<file path="src/rtl/aes_pkg.sv">
// Shared AES decrypt-datapath types and the InvShiftRows source-index helper.
package aes_pkg;

    localparam int unsigned AES_NBYTES = 16;

    typedef logic [127:0] state_t;
    typedef logic [7:0]   byte_t;

    typedef enum logic [1:0] {
        IDLE,
        RUN,
        DONE
    } fsm_t;

    // Output byte j (row r, col c) comes from row r, column (c - r) mod 4 of the input.
    function automatic logic [3:0] inv_shift_idx(input logic [3:0] j);
        logic [1:0] r;
        logic [1:0] c;
        logic [1:0] src_col;
        r       = j[1:0];
        c       = j[3:2];
        src_col = c - r;
        return {src_col, r};
    endfunction

endpackage

</file>
<file path="src/rtl/inv_sub_shift_unit_if.sv">
// Valid/ready input and output streams of the InvSubBytes/InvShiftRows engine.
interface inv_sub_shift_unit_if;
    import aes_pkg::*;

    logic   in_valid;
    logic   in_ready;
    state_t in_data;
    logic   out_valid;
    logic   out_ready;
    state_t out_data;

    modport master (
        output in_valid, in_data, out_ready,
        input  in_ready, out_valid, out_data
    );

    modport slave (
        input  in_valid, in_data, out_ready,
        output in_ready, out_valid, out_data
    );

endinterface

</file>
<file path="src/rtl/Inv_S_Box.sv">
// Combinational AES inverse S-box lookup.
module Inv_S_Box
    import aes_pkg::*;
(
    input  byte_t din,
    output byte_t dout
);

    localparam byte_t TBL [256] = '{
        8'h52, 8'h09, 8'h6a, 8'hd5, 8'h30, 8'h36, 8'ha5, 8'h38, 8'hbf, 8'h40, 8'ha3, 8'h9e, 8'h81, 8'hf3, 8'hd7, 8'hfb,
        8'h7c, 8'he3, 8'h39, 8'h82, 8'h9b, 8'h2f, 8'hff, 8'h87, 8'h34, 8'h8e, 8'h43, 8'h44, 8'hc4, 8'hde, 8'he9, 8'hcb,
        8'h54, 8'h7b, 8'h94, 8'h32, 8'ha6, 8'hc2, 8'h23, 8'h3d, 8'hee, 8'h4c, 8'h95, 8'h0b, 8'h42, 8'hfa, 8'hc3, 8'h4e,
        8'h08, 8'h2e, 8'ha1, 8'h66, 8'h28, 8'hd9, 8'h24, 8'hb2, 8'h76, 8'h5b, 8'ha2, 8'h49, 8'h6d, 8'h8b, 8'hd1, 8'h25,
        8'h72, 8'hf8, 8'hf6, 8'h64, 8'h86, 8'h68, 8'h98, 8'h16, 8'hd4, 8'ha4, 8'h5c, 8'hcc, 8'h5d, 8'h65, 8'hb6, 8'h92,
        8'h6c, 8'h70, 8'h48, 8'h50, 8'hfd, 8'hed, 8'hb9, 8'hda, 8'h5e, 8'h15, 8'h46, 8'h57, 8'ha7, 8'h8d, 8'h9d, 8'h84,
        8'h90, 8'hd8, 8'hab, 8'h00, 8'h8c, 8'hbc, 8'hd3, 8'h0a, 8'hf7, 8'he4, 8'h58, 8'h05, 8'hb8, 8'hb3, 8'h45, 8'h06,
        8'hd0, 8'h2c, 8'h1e, 8'h8f, 8'hca, 8'h3f, 8'h0f, 8'h02, 8'hc1, 8'haf, 8'hbd, 8'h03, 8'h01, 8'h13, 8'h8a, 8'h6b,
        8'h3a, 8'h91, 8'h11, 8'h41, 8'h4f, 8'h67, 8'hdc, 8'hea, 8'h97, 8'hf2, 8'hcf, 8'hce, 8'hf0, 8'hb4, 8'he6, 8'h73,
        8'h96, 8'hac, 8'h74, 8'h22, 8'he7, 8'had, 8'h35, 8'h85, 8'he2, 8'hf9, 8'h37, 8'he8, 8'h1c, 8'h75, 8'hdf, 8'h6e,
        8'h47, 8'hf1, 8'h1a, 8'h71, 8'h1d, 8'h29, 8'hc5, 8'h89, 8'h6f, 8'hb7, 8'h62, 8'h0e, 8'haa, 8'h18, 8'hbe, 8'h1b,
        8'hfc, 8'h56, 8'h3e, 8'h4b, 8'hc6, 8'hd2, 8'h79, 8'h20, 8'h9a, 8'hdb, 8'hc0, 8'hfe, 8'h78, 8'hcd, 8'h5a, 8'hf4,
        8'h1f, 8'hdd, 8'ha8, 8'h33, 8'h88, 8'h07, 8'hc7, 8'h31, 8'hb1, 8'h12, 8'h10, 8'h59, 8'h27, 8'h80, 8'hec, 8'h5f,
        8'h60, 8'h51, 8'h7f, 8'ha9, 8'h19, 8'hb5, 8'h4a, 8'h0d, 8'h2d, 8'he5, 8'h7a, 8'h9f, 8'h93, 8'hc9, 8'h9c, 8'hef,
        8'ha0, 8'he0, 8'h3b, 8'h4d, 8'hae, 8'h2a, 8'hf5, 8'hb0, 8'hc8, 8'heb, 8'hbb, 8'h3c, 8'h83, 8'h53, 8'h99, 8'h61,
        8'h17, 8'h2b, 8'h04, 8'h7e, 8'hba, 8'h77, 8'hd6, 8'h26, 8'he1, 8'h69, 8'h14, 8'h63, 8'h55, 8'h21, 8'h0c, 8'h7d
    };

    assign dout = TBL[din];

endmodule

</file>
<file path="src/rtl/inv_sub_shift_unit.sv">
// Iterative InvSubBytes + InvShiftRows: NUM_LANES bytes per cycle, valid/ready on both sides.
module inv_sub_shift_unit
    import aes_pkg::*;
#(
    parameter int unsigned NUM_LANES = 4
) (
    input  logic                 clk,
    input  logic                 rst_n,
    inv_sub_shift_unit_if.slave  bus,
    output logic                 busy
);

    localparam int unsigned STEPS = AES_NBYTES / NUM_LANES;
    localparam int unsigned CW    = (STEPS > 1) ? $clog2(STEPS) : 1;
    localparam logic [CW-1:0] LAST = CW'(STEPS - 1);

    if (NUM_LANES != 1 && NUM_LANES != 2 && NUM_LANES != 4 &&
        NUM_LANES != 8 && NUM_LANES != 16) begin : g_bad_lanes
        $error("inv_sub_shift_unit: NUM_LANES must be 1, 2, 4, 8 or 16");
    end

    fsm_t          state;
    fsm_t          state_nxt;
    logic [CW-1:0] step;
    state_t        cap_q;
    state_t        res_q;
    logic [3:0]    dst      [NUM_LANES];
    byte_t         lane_in  [NUM_LANES];
    byte_t         lane_out [NUM_LANES];

    assign bus.in_ready  = rst_n && (state == IDLE);
    assign bus.out_valid = (state == DONE);
    assign bus.out_data  = res_q;
    assign busy          = (state == RUN);

    always_comb begin
        state_nxt = state;
        case (state)
            IDLE:    if (bus.in_valid && bus.in_ready) state_nxt = RUN;
            RUN:     if (step == LAST)                  state_nxt = DONE;
            DONE:    if (bus.out_ready)                 state_nxt = IDLE;
            default: state_nxt = IDLE;
        endcase
    end

    // Each lane owns destination byte step*NUM_LANES+l and fetches its shifted source byte.
    always_comb begin
        dst     = '{default: '0};
        lane_in = '{default: '0};
        for (int unsigned l = 0; l < NUM_LANES; l++) begin
            dst[l]     = 4'(32'(step) * NUM_LANES + l);
            lane_in[l] = cap_q[8 * (15 - 32'(inv_shift_idx(dst[l]))) +: 8];
        end
    end

    for (genvar g = 0; g < NUM_LANES; g++) begin : g_lane
        Inv_S_Box u_sbox (
            .din  (lane_in[g]),
            .dout (lane_out[g])
        );
    end

    always_ff @(posedge clk or negedge rst_n) begin
        if (!rst_n) begin
            state <= IDLE;
        end else begin
            state <= state_nxt;
        end
    end

    always_ff @(posedge clk or negedge rst_n) begin
        if (!rst_n) begin
            step  <= '0;
            cap_q <= '0;
            res_q <= '0;
        end else if (state == IDLE && bus.in_valid && bus.in_ready) begin
            cap_q <= bus.in_data;
            step  <= '0;
        end else if (state == RUN) begin
            for (int unsigned l = 0; l < NUM_LANES; l++) begin
                res_q[8 * (15 - 32'(dst[l])) +: 8] <= lane_out[l];
            end
            if (step != LAST) step <= step + 1'b1;
        end
    end

endmodule

</file>
<file path="src/flat_wrapper.sv">
// flat-port wrapper written by rule: the top's interface ports become plain ports
module inv_sub_shift_unit_flat import aes_pkg::*;
#(
    parameter int unsigned NUM_LANES = 4
)
  (clk, rst_n, busy, bus_in_valid, bus_in_data, bus_out_ready, bus_in_ready, bus_out_valid, bus_out_data);
  inv_sub_shift_unit_if bus_i ();
  input  logic clk;
  input  logic rst_n;
  output logic busy;
  input wire logic [$bits(bus_i.in_valid)-1:0] bus_in_valid;
  input wire logic [$bits(bus_i.in_data)-1:0] bus_in_data;
  input wire logic [$bits(bus_i.out_ready)-1:0] bus_out_ready;
  output wire logic [$bits(bus_i.in_ready)-1:0] bus_in_ready;
  output wire logic [$bits(bus_i.out_valid)-1:0] bus_out_valid;
  output wire logic [$bits(bus_i.out_data)-1:0] bus_out_data;
  assign bus_i.in_valid = bus_in_valid;
  assign bus_i.in_data = bus_in_data;
  assign bus_i.out_ready = bus_out_ready;
  assign bus_in_ready = bus_i.in_ready;
  assign bus_out_valid = bus_i.out_valid;
  assign bus_out_data = bus_i.out_data;
  inv_sub_shift_unit #(.NUM_LANES(NUM_LANES)) u_core (.clk(clk), .rst_n(rst_n), .bus(bus_i), .busy(busy));
endmodule
</file>
<file path="config.mk">
export PLATFORM = sky130hd
export DESIGN_NAME = inv_sub_shift_unit_flat
export DESIGN_NICKNAME = d
export VERILOG_FILES = /design/src/rtl/aes_pkg.sv /design/src/rtl/inv_sub_shift_unit_if.sv /design/src/rtl/Inv_S_Box.sv /design/src/rtl/inv_sub_shift_unit.sv /design/src/flat_wrapper.sv
export SDC_FILE = /design/constraint.sdc
export NUM_CORES = 1
export LEC_CHECK = 0
export BUFFER_PORTS_ARGS = -buffer_cell sky130_fd_sc_hd__buf_2
export CORE_ASPECT_RATIO = 0.75
export CORE_MARGIN = 5
export CORE_UTILIZATION = 30
export DETAILED_ROUTE_END_ITERATION = 16
export GPL_TIMING_DRIVEN = 0
export PLACE_DENSITY = 0.6
export SETUP_SLACK_MARGIN = 0.1
export SYNTH_ARGS = -nofsm -noshare
export SYNTH_HDL_FRONTEND = slang
export SYNTH_HIERARCHICAL = 1
export SYNTH_SLANG_ARGS = --single-unit
export TNS_END_PERCENT = 30
</file>
<file path="constraint.sdc">
create_clock -name clk -period 4.7 [get_ports clk]
set_input_delay 0.94 -clock clk [delete_from_list [all_inputs] [get_ports clk]]
set_output_delay 0.94 -clock clk [all_outputs]
set_load 0.01 [all_outputs]
</file>
# [Word-level counts from Yosys, hierarchy flattened]
# Memories as Yosys holds them, arrays and structs flattened.
# Index checks and enable logic that the tools add are counted.
[word_totals] ff_bits=260 latch_bits=0 ram_bits=0 romBits=8192 out_inout_bits=131 mem_count=4
[classes] n_addsub=18 multipliers=0 div=0 order_cmp=4 eq_ne=7 shift=12 n_mux=19 n_bitwise=5 n_reduce_logical=10
[memory_table] name="(no name shown)" words=256 width=8 rd=1 rd_clocked_by_memory_dff=0 write_ports=0 line_no="Inv_S_Box.sv:28" rtl="assign dout = TBL[din];"
[memory_table] name="(no name shown)" words=256 width=8 rd=1 rd_clocked_by_memory_dff=0 write_ports=0 line_no="Inv_S_Box.sv:28"
[memory_table] name="(no name shown)" words=256 width=8 rd=1 rd_clocked_by_memory_dff=0 write_ports=0 line_no="Inv_S_Box.sv:28"
[memory_table] name="(no name shown)" words=256 width=8 rd=1 rd_clocked_by_memory_dff=0 write_ports=0 line_no="Inv_S_Box.sv:28"
[op_table] op="128-bit bitwise mux" n=4
[op_table] op="8-bit by 34-bit variable shift with 128-bit output, first input constant" n=4
[op_table] op="128-bit by 33-bit indexed part select with 8-bit output" n=4
[op_table] op="8-bit by 34-bit indexed part select with 128-bit output" n=4
[op_table] op="32-bit negation with 34-bit output" n=4
[op_table] op="8-bit 2-to-1 mux" n=8
[op_table] op="9-bit >= comparator, second input constant" n=4
[op_table] op="8-bit inverter with 9-bit output" n=4
[op_table] op="4-bit by 4-bit subtractor with 5-bit output, first input constant" n=7
[op_table] op="2-bit 2-to-1 mux" n=6
[op_table] op="4-bit by 2-bit adder with 4-bit output, second input constant" n=2
[op_table] op="2-bit != test, second input constant" n=3
[op_table] op="2-bit one-hot mux with 3 select lines" n=1
[op_table] op="2-bit subtractor" n=3
[op_table] op="4-bit by 1-bit adder with 4-bit output, second input constant" n=1
[op_table] op="2-bit == test, second input constant" n=2
[op_table] op="1-bit logical AND" n=4
[op_table] op="2-bit AND reduction" n=2
[op_table] op="2-bit nonzero test" n=2
[op_table] op="3-bit AND reduction" n=1
[op_table] op="2-bit by 1-bit adder with 2-bit output, second input constant" n=1
[op_table] op="2-bit by 1-bit == test with 1-bit output, second input constant" n=1
[op_table] op="2-bit logical NOT" n=1
[op_table] op="2-bit by 1-bit != test with 1-bit output, second input constant" n=1
[op_table] op="1-bit inverter" n=1

# [Depth between registers and ports, before layout]
[logic_depth] word_depth=12 ltp_mapped=21 ltp_nobuf=13

# [Hierarchy]
# Netlist, hierarchy kept.
[by_module_without_submodules] mod="inv_sub_shift_unit" n_inst=1 cells_each=837 area_each_um2=11199.5
[by_module_without_submodules] mod="Inv_S_Box (u_core.g_lane[1].u_sbox ...)" n_inst=3 cells_each=555 area_each_um2=3500.9
[by_module_without_submodules] mod="Inv_S_Box (u_core.g_lane[0].u_sbox)" n_inst=1 cells_each=542 area_each_um2=3402.0

# [Worst setup path after synthesis]
# No wires, ideal clock.
[synth_timing] path_kind="reg-to-reg" startpoint="reg u_core.step[1]" endpoint="reg u_core.res_q[2] (netlist: u_core/bus.out_data[2])" setup_ps=121 t_arrival_ps=4488 required_time_ps=4579 slack_ps=91 path_stages_with_launch=18 period_less_slack_ps=4609 path_cell_list="dfrtp_1 buf_2 buf_1 inv_1 ha_1 buf_2 buf_1 mux4_2 buf_2 inv_1 ha_1 or2_2 nand3_1 o211ai_1 nand4_1 nor3_1 or4_1 a22o_1"
[synth_rtl] item="start, declared" line_no="inv_sub_shift_unit.sv:24" rtl="logic [CW-1:0] step;"
[synth_rtl] item="start signal, assigned" line_no="inv_sub_shift_unit.sv:83" rtl="if (step != LAST) step <= step + 1'b1;"
[synth_rtl] item="end signal, assigned by index" line_no="inv_sub_shift_unit.sv:81" rtl="res_q[8 * (15 - 32'(dst[l])) +: 8] <= lane_out[l];"
[synth_rtl] item="end, declared" line_no="inv_sub_shift_unit.sv:26" rtl="state_t res_q;"

==> flow_summary.toml <==
[timing]
layout_setup_ws_ns = 0.03669
hold_viol_final = 0
relSlewSlack = 0.2294
maxSlewViolCount = 0
skew_ns = 0.04159
finalSetupViolations = 0
clock.fmax_mhz = 214.4
rsz0062_at_grt = "true"
worstMarginPinSlew_ns = 1.156
tns_ns = 0
fin_crit_sh = 0.9922
fin_crit_ns = 4.663

[placed_design]
hpwl_microns = 120100
dpl_cell_area_sq_mm = 0.02790
gp_congestion = 1.106
portBuffers = 262
pre_cts_slack_ns = -3.216

[setup_path]
start_kind = "flop"
crit_chain = "buf_6 -> buf_6 -> mux4_2 -> buf_6 -> buf_4 -> clkinvlp_4 -> ha_1 -> buf_4 -> nand2b_2 -> nand2_1 -> mux2_2 -> o21ai_1 -> o32ai_1 -> o211a_1 -> nand2_1 -> o21ai_0"
r2r_start = "u_core/step[0]"
cpMaxStageDelayCell = "mux4_2"
startpoint = "u_core/step[0]"
worst-path-max-fanout = 10
crit_arrival_ns = 5.16
cpPeakStageDelay_ns = 0.53
cp.required_ns = 5.20
crit_top_cell = "buf_6"
r2r_cells = 16
worstSetupPathType = "flop to flop"
endpoint_kind = "flop"

[clock_tree]
clock_path_buffers = 3
clkSinkCount = 260
cts_hold_buf = 0
clk-insertion-delay-late_ns = 0.65
cts_tree = "built"
htree_levels = 1
clk_pin_slew_ns = 0.07
cts-buffers-inserted = 30
root_buffer = "clkbuf_16"

[status]
status = "complete, no violations"

[die]
core_area_sq_mm = 0.08266
rows = 91
die_h_microns = 260.5
die_w_microns = 344.0
start_util = 0.3037
pin_count = 263
dieArea_sq_mm = 0.08963

[drt]
via_per_inst = 6.538
drcViolationCount = 0
ant_nets = 0
drtIter0Drc = 4447
routed_wl_microns = 162300
vias = 29660
routedWlPerCell_microns = 35.77
drt_first_pass_iters = 7

[yosys]
synth_edf_count = 0
ys_ff_latch = 260
syn_area_sq_mm = 0.02510
syn_nets = 3261
synth_top_area_frac = 0.2592
yosysWarnings = 6
synth.distinct_cells = 89
yosys-top-cells-area = "dfrtp_1 26%, nand2_1 6.0%, o21ai_0 5.5%"
synth_area_leader_cell = "dfrtp_1"
ys_async_sr_fraction = 1.000
synthCells = 3044
syn_avg_cell_area_sq_um = 8.247
ys.flop_type = "dfrtp_1"
yosysSeqAreaShare = 0.2592

[hold_path]
hold_path.class = "input port to async pin"

[global_route]
globalRouteTotalUtil = 0.3468
grt_pass1_vias = 28750
grt_first_pass_wirelength_microns = 225200
grt_max_degree = 108
overflow = 0
antenna_found_initial = 14

[finish]
nNetsFinal = 3609
multi_input_area_sq_mm = 0.01697
area_growth_pct = 20.41
layout-drive-gt1-share = 0.2766
regArea_sq_mm = 0.006507
design_area_sq_mm = 0.03023
n_fill_cell = 8864

[flow_run]
drv_cap = 0
-- per-layer routing --
| metal | global-route usage | up-vias | wire (microns) |
|---|---|---|---|
| met1 | 0.4839 | 14450 | 67390 |
| met5 | 0 | - | 100 |
| met4 | 0.1459 | 16 | 9714 |
| met2 | 0.4700 | 2542 | 61190 |
| met3 | 0.1380 | 611 | 23880 |
| li1 | - | 12050 | - |
-- worst max-delay path, delay by kind of cell, from the launching register on --
family / cells / cell delay (ns)
AND/OR/NAND/NOR: 3 / 0.61
AO/OA/AOI/OAI: 4 / 0.86
adder cells (fa/ha/maj): 1 / 0.46
buffers and inverters: 6 / 1.33
flip-flops: 1 / 0.39
multiplexers: 2 / 0.83
-- state kept, by name, indices dropped and copies added (netlist names) --
signal               flops
u_core/bus.out_data    128
u_core/cap_q           128
u_core/state             2
u_core/step              2
-- cells in the final DEF (no fill, tap or decap), drive strengths merged, types with 27 or more instances in the layout --
cell    instances
nor2b          77
o211ai         60
a22o           36
nand2         409
nor3           84
o22ai          30
buf           529
mux4           44
a311oi         36
o31ai          28
nand3          83
a31oi          67
o311ai         53
a21oi         182
clkbuf        151
dfrtp         260
and2           36
and3           30
inv            37
o21ai         293
nand2b         96
ha             85
nor2          170
a211oi         52
mux2i          27
mux2          132
-- metrics by stage --
stage,utilization,std cells,hold WS (ns)
3_5_place_dp,0.3375,4424,0.4651
6_report,0.3657,4537,0.2363
2_1_floorplan,-,3044,0.4751
3_3_place_gp,0.3365,4422,0.4588
4_1_cts,0.3606,4516,0.2470
5_1_grt,0.3655,4532,0.2851
-- what timing repair did --
item,in CTS,in global routing
endpoints found under the setup margin,128,119
buffers inserted,39,16
gates resized for setup,140,71
pin swaps,12,13
-- cell families after synthesis --
logic type | share of synthesized area
compound gates | 0.2745
flops | 0.2592
xor+xnor | 0.001744
buf+inv | 0.08712
mux | 0.1225
simple gates | 0.2127
fa+ha+maj | 0.04236
-- synth_stat cells, types with 57 or more instances --
library cell and n:
a21oi_1 179, a31oi_1 67, buf_2 126, clkbuf_1 113
dfrtp_1 260, ha_1 85, mux2_4 87, nand2_1 403
nand2b_1 93, nand3_1 83, nor2_1 160, nor2b_1 73
nor3_1 81, o211ai_1 57, o21ai_0 274
-- path summary, 6_finish.rpt --
check	slack [ns]	end
hold reg to reg	0.47	u_core/bus.out_data[59]
hold / removal	0.24	u_core/bus.out_data[103]
setup reg to reg	0.04	u_core/bus.out_data[91]
min in group clk	0.47	u_core/bus.out_data[59]
max in group asynchronous	3.01	u_core/cap_q[79]
setup / recovery	0.04	u_core/bus.out_data[91]
-- area by class of cell --
class                   instances  share of cell area
diodes                          5           0.0004139
plain buffers                 325             0.07459
clock buffers                  36             0.02695
clock inverters                20            0.007740
inverters                      43            0.006333
multi-input cells            2413              0.5613
flip-flops and latches        260              0.2153
well taps                    1116             0.04619
repair buffers                319             0.06126
Power is left out: the tool's default activity adds up to more than one toggle a clock period on the data nets, which glitch-free logic cannot reach.
